===== src/rtl/coin_feeder.sv =====
// Coin intake: per-sensor 2-flop synchroniser and debounce, coin FIFO, burst replay to the vending FSM.
// Build option: define COIN_FEEDER_STATS_EN to add the saturating 8-bit total_value output.
module coin_feeder #(
    parameter int DEBOUNCE_CYCLES = 4,
    parameter int TIMEOUT         = 16,
    parameter int DEPTH           = 4
) (
    input  logic                    clk,
    input  logic                    rst,
    input  logic                    coin5_raw,
    input  logic                    coin10_raw,
    output logic [1:0]              coin_code,
    output logic                    busy,
    output logic                    reject,
`ifdef COIN_FEEDER_STATS_EN
    output logic [7:0]              total_value,
`endif
    output logic [$clog2(DEPTH):0]  pending
);
    localparam int PW = $clog2(DEPTH);
    localparam int CW = $clog2(DEBOUNCE_CYCLES + 1);
    localparam int IW = $clog2(TIMEOUT + 1);
    localparam logic [CW-1:0] DB_MAX   = CW'(DEBOUNCE_CYCLES);
    localparam logic [CW-1:0] DB_ARM   = CW'(DEBOUNCE_CYCLES - 1);
    localparam logic [IW-1:0] TO_MAX   = IW'(TIMEOUT);
    localparam logic [PW:0]   FULL_CNT = (PW+1)'(DEPTH);

    typedef enum logic [1:0] {IDLE, COLLECT, BURST} state_t;

    logic [1:0]    sync5_q, sync10_q;
    logic [CW-1:0] cnt5_q, cnt5_d, cnt10_q, cnt10_d;
    logic          det5, det10;
    logic          full, push, pop, reject_d;
    logic [1:0]    push_code;
    logic [1:0]    mem_q [DEPTH];
    logic [PW-1:0] wr_ptr_q, rd_ptr_q;
    logic [PW:0]   pending_q, pending_d, remain_q;
    logic [IW-1:0] idle_q;
    state_t        state_q;
    logic [1:0]    code_q;
    logic          busy_q, reject_q;

    // NOTE: every clocked block uses <= so all flops see pre-edge values, independent of block order.
    always_ff @(posedge clk) begin
        if (rst) begin
            sync5_q  <= '0;
            sync10_q <= '0;
            cnt5_q   <= '0;
            cnt10_q  <= '0;
        end else begin
            sync5_q  <= {sync5_q[0], coin5_raw};
            sync10_q <= {sync10_q[0], coin10_raw};
            cnt5_q   <= cnt5_d;
            cnt10_q  <= cnt10_d;
        end
    end

    // NOTE: each always_comb output is defaulted first so no path can leave it unassigned (no latch).
    always_comb begin
        cnt5_d  = '0;
        cnt10_d = '0;
        if (sync5_q[1])
            cnt5_d = (cnt5_q == DB_MAX) ? cnt5_q : cnt5_q + CW'(1);
        if (sync10_q[1])
            cnt10_d = (cnt10_q == DB_MAX) ? cnt10_q : cnt10_q + CW'(1);
        // Detect is the step onto DB_MAX, so a held level yields exactly one detect.
        det5  = sync5_q[1]  && (cnt5_q  == DB_ARM);
        det10 = sync10_q[1] && (cnt10_q == DB_ARM);
    end

    always_comb begin
        full      = (pending_q == FULL_CNT);
        push      = (det5 ^ det10) && !full;
        reject_d  = (det5 && det10) || ((det5 ^ det10) && full);
        push_code = det10 ? 2'b10 : 2'b01;
        pop       = 1'b0;
        unique case (state_q)
            COLLECT: pop = (idle_q == TO_MAX) || full;
            BURST:   pop = (remain_q != '0);
            default: pop = 1'b0;
        endcase
        pending_d = pending_q + (PW+1)'(push) - (PW+1)'(pop);
    end

    // NOTE: FIFO storage has no reset; the pointers and pending count alone mark valid entries.
    always_ff @(posedge clk) begin
        if (push)
            mem_q[wr_ptr_q] <= push_code;
    end

    always_ff @(posedge clk) begin
        if (rst) begin
            wr_ptr_q  <= '0;
            rd_ptr_q  <= '0;
            pending_q <= '0;
        end else begin
            if (push)
                wr_ptr_q <= wr_ptr_q + PW'(1);
            if (pop)
                rd_ptr_q <= rd_ptr_q + PW'(1);
            pending_q <= pending_d;
        end
    end

    always_ff @(posedge clk) begin
        if (rst) begin
            state_q  <= IDLE;
            idle_q   <= '0;
            remain_q <= '0;
            code_q   <= 2'b00;
            busy_q   <= 1'b0;
            reject_q <= 1'b0;
        end else begin
            code_q   <= pop ? mem_q[rd_ptr_q] : 2'b00;
            reject_q <= reject_d;
            unique case (state_q)
                IDLE: begin
                    if (push) begin
                        state_q <= COLLECT;
                        idle_q  <= '0;
                    end
                end
                COLLECT: begin
                    if (pop) begin
                        // The entry pop is the first of pending_q; coins pushed now wait for the next burst.
                        state_q  <= BURST;
                        busy_q   <= 1'b1;
                        remain_q <= pending_q - (PW+1)'(1);
                    end else if (push) begin
                        idle_q <= '0;
                    end else if (idle_q != TO_MAX) begin
                        idle_q <= idle_q + IW'(1);
                    end
                end
                BURST: begin
                    if (pop) begin
                        remain_q <= remain_q - (PW+1)'(1);
                    end else begin
                        busy_q  <= 1'b0;
                        idle_q  <= '0;
                        state_q <= (pending_d != '0) ? COLLECT : IDLE;
                    end
                end
                default: state_q <= IDLE;
            endcase
        end
    end

`ifdef COIN_FEEDER_STATS_EN
    logic [7:0] total_q;
    logic [8:0] total_sum;

    // Code 01 is worth 1 and code 10 is worth 2, so the code itself is the increment.
    assign total_sum = {1'b0, total_q} + (pop ? {7'b0, mem_q[rd_ptr_q]} : 9'd0);

    always_ff @(posedge clk) begin
        if (rst)
            total_q <= '0;
        else
            total_q <= total_sum[8] ? 8'hFF : total_sum[7:0];
    end

    assign total_value = total_q;
`endif

    assign coin_code = code_q;
    assign busy      = busy_q;
    assign reject    = reject_q;
    assign pending   = pending_q;
endmodule


===== config.mk =====
export PLATFORM = sky130hd
export DESIGN_NAME = coin_feeder
export DESIGN_NICKNAME = d
export VERILOG_FILES = /design/src/rtl/coin_feeder.sv
export SDC_FILE = /design/constraint.sdc
export NUM_CORES = 1
export LEC_CHECK = 0
export ABC_CLOCK_PERIOD_IN_PS = 5700
export BUFFER_PORTS_ARGS = -buffer_cell sky130_fd_sc_hd__clkbuf_2
export CAP_MARGIN = 20
export CORE_MARGIN = 3
export CORE_UTILIZATION = 50
export CTS_BUF_LIST = sky130_fd_sc_hd__clkbuf_2
export CTS_CLUSTER_DIAMETER = 50
export DETAILED_ROUTE_END_ITERATION = 6
export PLACE_DENSITY_LB_ADDON = 0.25
export RECOVER_POWER = 50
export SKIP_LAST_GASP = 1
export SLEW_MARGIN = 20
export SYNTH_ARGS = -nofsm -noshare
export SYNTH_HDL_FRONTEND = slang
export SYNTH_SLANG_ARGS = --single-unit

===== constraint.sdc =====
create_clock -name clk -period 5.7 [get_ports clk]
set_clock_uncertainty 0.1 [all_clocks]
set_input_delay 0.57 -clock clk [delete_from_list [all_inputs] [get_ports clk]]
set_output_delay 0.57 -clock clk [all_outputs]
set_load 0.005 [all_outputs]

==> After elaboration in Yosys (flattened, before gate mapping) <==
Memory sizes are Yosys's and may differ from the RTL's. A register that Yosys moved wholly into a read port is not among the register bits.
Index checks and enable logic that the tools add are counted.
{ "word_totals": {"mem_bits_rw": 8, "inputBits": 4, "ff_bits": 29, "mem_count": 1} }
{ "op_classes": {"addsub": 9, "n_mux": 21, "eq_ne": 15, "reduce_logical": 20, "n_bitwise": 4} }
{ "mem_list": {"columns": ["memory", "depth", "word_bits", "read_ports", "rd_clocked_by_memory_dff", "write_ports", "line", "text"], "rows": [
  ["mem_q", 4, 2, 1, 1, 1, "35", "logic [1:0] mem_q [DEPTH];"]
]} }
{ "op_table": {"columns": ["op", "n"], "rows": [
  ["$mux 5", 5],
  ["$pmux 5 s3", 1],
  ["$ne 2x2->1 const B", 5],
  ["$eq 3x3->1 const B", 3],
  ["$reduce_and 3->1", 3],
  ["$reduce_bool 3->1", 3],
  ["$mux 2", 4],
  ["$add 3x1->3 const B", 2],
  ["$eq 3x2->1 const B", 2],
  ["$mux 3", 2],
  ["$pmux 2 s3", 1],
  ["$pmux 3 s2", 1],
  ["$reduce_or 2->1", 3],
  ["$sub 3x1->3 const B", 2],
  ["$add 5x1->5 const B", 1],
  ["$eq 5x5->1 const B", 1],
  ["$logic_and 1x1->1", 5],
  ["$mux 1", 5],
  ["$ne 5x5->1 const B", 1],
  ["$reduce_and 5->1", 1],
  ["$add 2x1->2 const B", 2],
  ["$pmux 1 s2", 2],
  ["$add 3x1->3", 1],
  ["$ne 3x3->1 const B", 1],
  ["9 further kinds", 12]
]} }

==> Logic depth before layout (Yosys ltp) <==
{ "depth": {"ltp_word": 10, "depth_mapped": 15} }

==> Worst setup path after synthesis <==
Ideal clock, no wire load.
{ "synth_timing": {"path_type": "flip-flop to flip-flop", "start": "reg cnt10_q[0]", "end": "reg state_q[0]", "setup_time_ns": 0.123, "path_stages_with_launch": 16, "path_slack_ns": 2.779, "t_required_ns": 5.477, "n_path_buf": 1, "arrival_ns": 2.698, "cell_sequence": "dfxtp_1 > ha_1 > ha_1 > nand2_1 > inv_1 > ha_1 > nor2b_1 > clkbuf_1 > nand2_1 > nand2_1 > ha_1 > fa_1 > xnor2_1 > o31a_1 > o21ai_0 > mux2i_1"} }
{ "synth_between": {"elab_chain_cells": 10, "word_cells_on_any_way": 12, "classes_between": "2 x add/sub; 2 x eq/ne; 3 x mux; 1 x bitwise; 4 x reduce/logical"} }
{ "synth_lines": {"columns": ["element", "line", "text"], "rows": [
  ["start: declaration", "31", "logic [CW-1:0] cnt5_q, cnt5_d, cnt10_q, cnt10_d;"],
  ["start signal: assignment", "54", "cnt10_q <= cnt10_d;"],
  ["$eq 3x2->1 *", "68", "det10 = sync10_q[1] && (cnt10_q == DB_ARM);"],
  ["$logic_and 1x1->1 *", "68", null],
  ["via det10", "32", "logic det5, det10;"],
  ["$xor 1x1->1 *", "73", "push = (det5 ^ det10) && !full;"],
  ["$logic_and 1x1->1 *", "73", null],
  ["$add 3x1->3", "82", "pending_d = pending_q + (PW+1)'(push) - (PW+1)'(pop);"],
  ["$sub 3x1->3", "82", null],
  ["$reduce_bool 3->1", "141", "state_q <= (pending_d != '0) ? COLLECT : IDLE;"],
  ["$mux 1", "141", null],
  ["$mux 2", "136", "if (pop) begin"],
  ["$pmux 2 s3", "116", "unique case (state_q)"],
  ["end signal: assignment", "141", null],
  ["end: declaration", "39", "state_t state_q;"]
]} }
Mark *: on every way through the listed nets, which the timed path passes. The rest lies on a longest branch. The select of a mux whose other input is x is not followed.
A chain may end at the register's enable or synchronous reset.

==> Worst setup path in the final report <==
{ "layout_timing": {"start": "reg cnt10_q[0]", "end": "reg state_q[0]"} }
{ "layout_between": {"elab_chain_cells": 10, "word_cells_on_any_way": 12, "classes_between": "2 x add/sub; 2 x eq/ne; 3 x mux; 1 x bitwise; 4 x reduce/logical"} }
{ "layout_lines": {"columns": ["element", "line", "text"], "rows": [
  ["$eq 3x2->1", "68", null],
  ["$logic_and 1x1->1", "68", null],
  ["via det10", "32", null],
  ["$xor 1x1->1", "73", null],
  ["$logic_and 1x1->1", "73", null],
  ["$add 3x1->3", "82", null],
  ["$sub 3x1->3", "82", null],
  ["via pending_d[1]", "37", "logic [PW:0] pending_q, pending_d, remain_q;"],
  ["$reduce_bool 3->1", "141", null],
  ["$mux 1", "141", null],
  ["$mux 2", "136", null],
  ["$pmux 2 s3", "116", null]
]} }
The timed path passes the listed nets, and every way through them passes these cells. The select of a mux whose other input is x is not followed.

==> flow_results.org <==
** Worst setup path
- Kind of launch point of the worst setup path :: flip-flop
- Worst setup path endpoint :: state_q[0]$_SDFFE_PP0P_
- STA puts the critical path data arrival time at 3.53 ns.
- CP Class :: reg -> reg
- In this run the register-to-register setup slack is around 2.4 ns.
- Critical Path Sink Type :: flip-flop
- The most critical setup path has its startpoint at cnt10_q[0]$_SDFFE_PP0P_.
- Crit Reg-Reg Endpoint :: state_q[0]$_SDFFE_PP0P_
- Most frequent cell on the critical path :: sky130_fd_sc_hd__ha_1
- Max FO, Critical Path :: 8
- On the critical path, the stage with the largest delay is an instance of sky130_fd_sc_hd__fa_1.
- CP Cell Sequence :: ha_1 > ha_1 > nand2_1 > inv_1 > ha_1 > nor2b_1 > nand2_1 > nand2_1 > ha_1 > fa_1 > o31a_1 > o21ai_0 > mux2i_1
- CP Data Required Time :: approximately 6 ns
- Logic depth of the worst register-to-register path :: 13
- RR Startpoint :: cnt10_q[0]$_SDFFE_PP0P_
- For this run, the slowest stage of the critical path takes around 0.44 ns.

** Clock tree
- TritonCTS clock tree :: yes
- In this run, CTS created clock tree buffers numbering 5.
- Post-CTS Hold Fix Bufs :: 0
- # clock sinks :: 39
- The number of setup buffers added after CTS is 0.
- The tree is rooted in a sky130_fd_sc_hd__clkbuf_2.
- Clock-pin slew was measured on the worst setup and hold paths at 0.20 ns.
- CTS max path bufs :: 2
- For the worst-skew pair, the clock arrives at the later sink with an insertion delay of 0.40 ns.
- Number of levels the H-tree was split into :: 2
- Once the clock tree was built, the resizer swapped 0 gates to a different size.

** Synth
- Top_reg_cell synth :: sky130_fd_sc_hd__dfxtp_1
- After synthesis, the netlist uses roughly 40 different library cells.
- During synthesis, Yosys emitted a total of 0 warnings.
- Total of flip-flops plus latches after synthesis :: 39
- The number of nets handed over by synthesis was 222.
- sky130_fd_sc_hd__dfxtp_1 takes more of the synthesized area than any other cell.
- Sorting the synthesized cells by area gives the leading types as sky130_fd_sc_hd__dfxtp_1 (31%), sky130_fd_sc_hd__edfxtp_1 (12%), sky130_fd_sc_hd__ha_1 (12%), sky130_fd_sc_hd__nand2_1 (3.4%), sky130_fd_sc_hd__a21oi_1 (3.0%).
- In this run, synthesis inferred 8 flip-flops with an integrated enable.
- The cell count after synthesis came out at 198.
- Portion of synthesized cell area occupied by the leading cell type :: 31.5%
- Mean post-synth cell area :: 9.95 um2
- For this run, asynchronously set or reset flops after synthesis account for 0%.
- Area of the mapped netlist :: between 1500 and 2000 um2
- For this run, the register share of the synthesized area comes to a little over two fifths.

** Global route
- Number of global-route vias before repair :: 1425
- Antenna violations before repair :: 0
- Global routing consumed, over all layers together, 17.9% of the routing resources.
- The first global-routing pass estimated 6250 um of wire.
- Total grt overflow :: 0
- Entering global routing, the biggest net connects 23 pins.

** Power and ir drop
- Leakage :: 0.799 nW
- IR Drop Worst-Case VDD :: between 100 and 150 uV
- In this run the power density over the cells is 208 nW/um2.

** STA
- For the finished layout, the period the worst path requires is between 3 and 4 ns.
- Setup repair after global routing left no endpoint under its margin.
- Rel. slew slack :: 35.6%
- Setup-violating endpoint count in the final report :: 0
- For the pin with the worst max-slew slack, the measured transition is around 0.97 ns.
- Final setup slack of the worst path :: 2.38 ns
- After routing, the total negative slack on setup checks comes to 0 ns.
- Static timing analysis puts the maximum clock frequency at 0.302 GHz.
- The count of final max-slew check failures came to 0.
- Post-route clock period utilization :: a little under 60%
- Final hold violation count :: 0

** Place
- In this run the tool buffered the top-level ports with 10 buffer cells.
- Worst slack at placement :: 2.44 ns
- The congestion estimate from routability-driven global placement came to roughly 0.88.
- Once detailed placement completed, the half-perimeter wirelength came to 2730 um.

** Finish
- Relative to the synthesized area, the layout overhead comes to 6.03%.
- NumNets Final :: 233
- Proportion of layout cells with a drive suffix above 1 :: about 7.6%
- 0 antenna diodes ended up in the layout.

** Floorplan
- For this configuration, the core starts out at a cell density of 52.6%.
- Width of the die :: 68.8 um
- Row Count :: 22
- I/O pin total :: 11
- Standard cell core area :: 3740 um2
- Die outline height :: between 60 and 70 um
- Die area :: roughly 4700 um2

** Detailed routing
- Vias per Instance :: 5.56
- Router iterations before antenna repair :: 4
- In this run the remaining antenna-violating nets after routing total 0.
- The routed layout has roughly 1400 vias.
- The final layout contains routed wiring with a total length of 3610 um.
- For this run, design rule violations remaining after detail routing come to 0.
- After the first detailed-routing iteration, the DRC count stood at 60.
- Mean routed wirelength per cell :: 14.0 um

** Run status
- Run status :: completed

** Job
- Across the run, the number of max-cap violations was 0.

** Worst hold path
- Type of the most critical hold path :: in -> reg
==> Yosys cell counts, types with 4 or more instances <==
cell	number
sky130_fd_sc_hd__mux2i_1	4
sky130_fd_sc_hd__xor2_1	4
sky130_fd_sc_hd__nor2_1	10
sky130_fd_sc_hd__o21ai_0	5
sky130_fd_sc_hd__clkbuf_1	5
sky130_fd_sc_hd__dfxtp_1	31
sky130_fd_sc_hd__edfxtp_1	8
sky130_fd_sc_hd__and2_1	7
sky130_fd_sc_hd__xnor2_1	5
sky130_fd_sc_hd__ha_1	19
sky130_fd_sc_hd__nor2b_1	8
sky130_fd_sc_hd__nand3_1	8
sky130_fd_sc_hd__inv_1	16
sky130_fd_sc_hd__a21oi_1	12
sky130_fd_sc_hd__nand2_1	18
==> layout make-up <==
cell class	count	area [um2]
Fill cell	347	1650
Multi-Input combinational cell	137	1030
Sequential cell	39	861
Inverter	16	60.1
Tap cell	48	60.1
Timing Repair Buffer	10	41.3
Clock buffer	5	25.0
Clock inverter	3	15.0
==> worst min path at each step <==
stage | start | end | depth (start not counted) | slack (ns)
CTS | coin10_raw | sync10_q[0]$_SDFF_PP0_ | 2 | 0.26
detailed placement | sync5_q[0]$_SDFF_PP0_ | sync5_q[1]$_SDFF_PP0_ | 1 | 0.34
global placement | sync5_q[0]$_SDFF_PP0_ | sync5_q[1]$_SDFF_PP0_ | 1 | 0.32
global route | coin10_raw | sync10_q[0]$_SDFF_PP0_ | 2 | 0.25
finish | coin10_raw | sync10_q[0]$_SDFF_PP0_ | 2 | 0.27
floorplan | sync10_q[0]$_SDFF_PP0_ | sync10_q[1]$_SDFF_PP0_ | 1 | 0.31
==> stage by stage <==
step | cells | hold slack, ns | total power [mW] | util (%) | instance area (um2)
2_1_floorplan | 198 | 0.314 | 0.314 | - | 1970
3_3_place_gp | 250 | 0.322 | 0.319 | 55.0 | 2060
3_5_place_dp | 250 | 0.345 | 0.321 | 55.0 | 2060
4_1_cts | 258 | 0.262 | 0.435 | 56.0 | 2100
5_1_grt | 258 | 0.254 | 0.452 | 55.8 | 2090
6_report | 258 | 0.270 | 0.434 | 55.8 | 2090
==> cells in the final DEF, fill, tap and decap left out, drive strengths merged, types with 3 or more instances in the layout <==
master and instances:
a21oi 12, and2 7, clkbuf 15, dfxtp 31, edfxtp 8, ha 19, inv 16, mux2i 4
nand2 18, nand2b 3, nand3 8, nor2 10, nor2b 8, nor3b 3, o21ai 5, o31a 3
o31ai 3, xnor2 5, xor2 4
==> sequential cells by signal, indices dropped and copies added (netlist names) <==
name / cells
reject: 1
cnt5_q: 3
rd_ptr_q: 2
wr_ptr_q: 2
sync5_q: 2
pending: 3
idle_q: 5
busy: 1
cnt10_q: 3
remain_q: 3
state_q: 2
mem_q: 8
sync10_q: 2
coin_code: 2
==> layer usage <==
layer	routed length, um	vias up	GRT usage, %
met4	92	0	8.27
met5	0	-	0
li1	-	709	-
met2	1800	23	30.9
met1	1580	691	20.5
met3	129	12	5.02
==> worst max-delay path, delay by kind of cell, from the launching register on <==
kind / cells / cell delay (ns)
multiplexers: 1 / 0.09
AO/OA/AOI/OAI: 2 / 0.45
flip-flops: 1 / 0.39
buffers and inverters: 1 / 0.12
adder cells (fa/ha/maj): 5 / 1.32
AND/OR/NAND/NOR: 4 / 0.75
==> report_power, final <==
group / internal (mW) / leakage (nW) / total (mW) / switching, mW
combinational: 0.00965 / 0.431 / 0.0300 / 0.0203
clock: 0.0273 / 0.0241 / 0.119 / 0.0913
sequential: 0.284 / 0.345 / 0.286 / 0.00203
total: 0.321 / 0.799 / 0.434 / 0.114
==> kinds of logic (layout without fill, tap and decap cells) <==
group	after synthesis	in the layout	share of synthesized area, %
muxes	7	7	4.89
and+or+nand+nor	66	66	17.9
buffers and inverters	22	34	4.19
AOI/OAI and AO/OA	35	35	12.3
xor gates and xnor gates	9	9	4.00
DFF	39	39	43.7
adders and majority gates	20	20	13.1
Note: power is estimated with default switching activity, not from simulation.
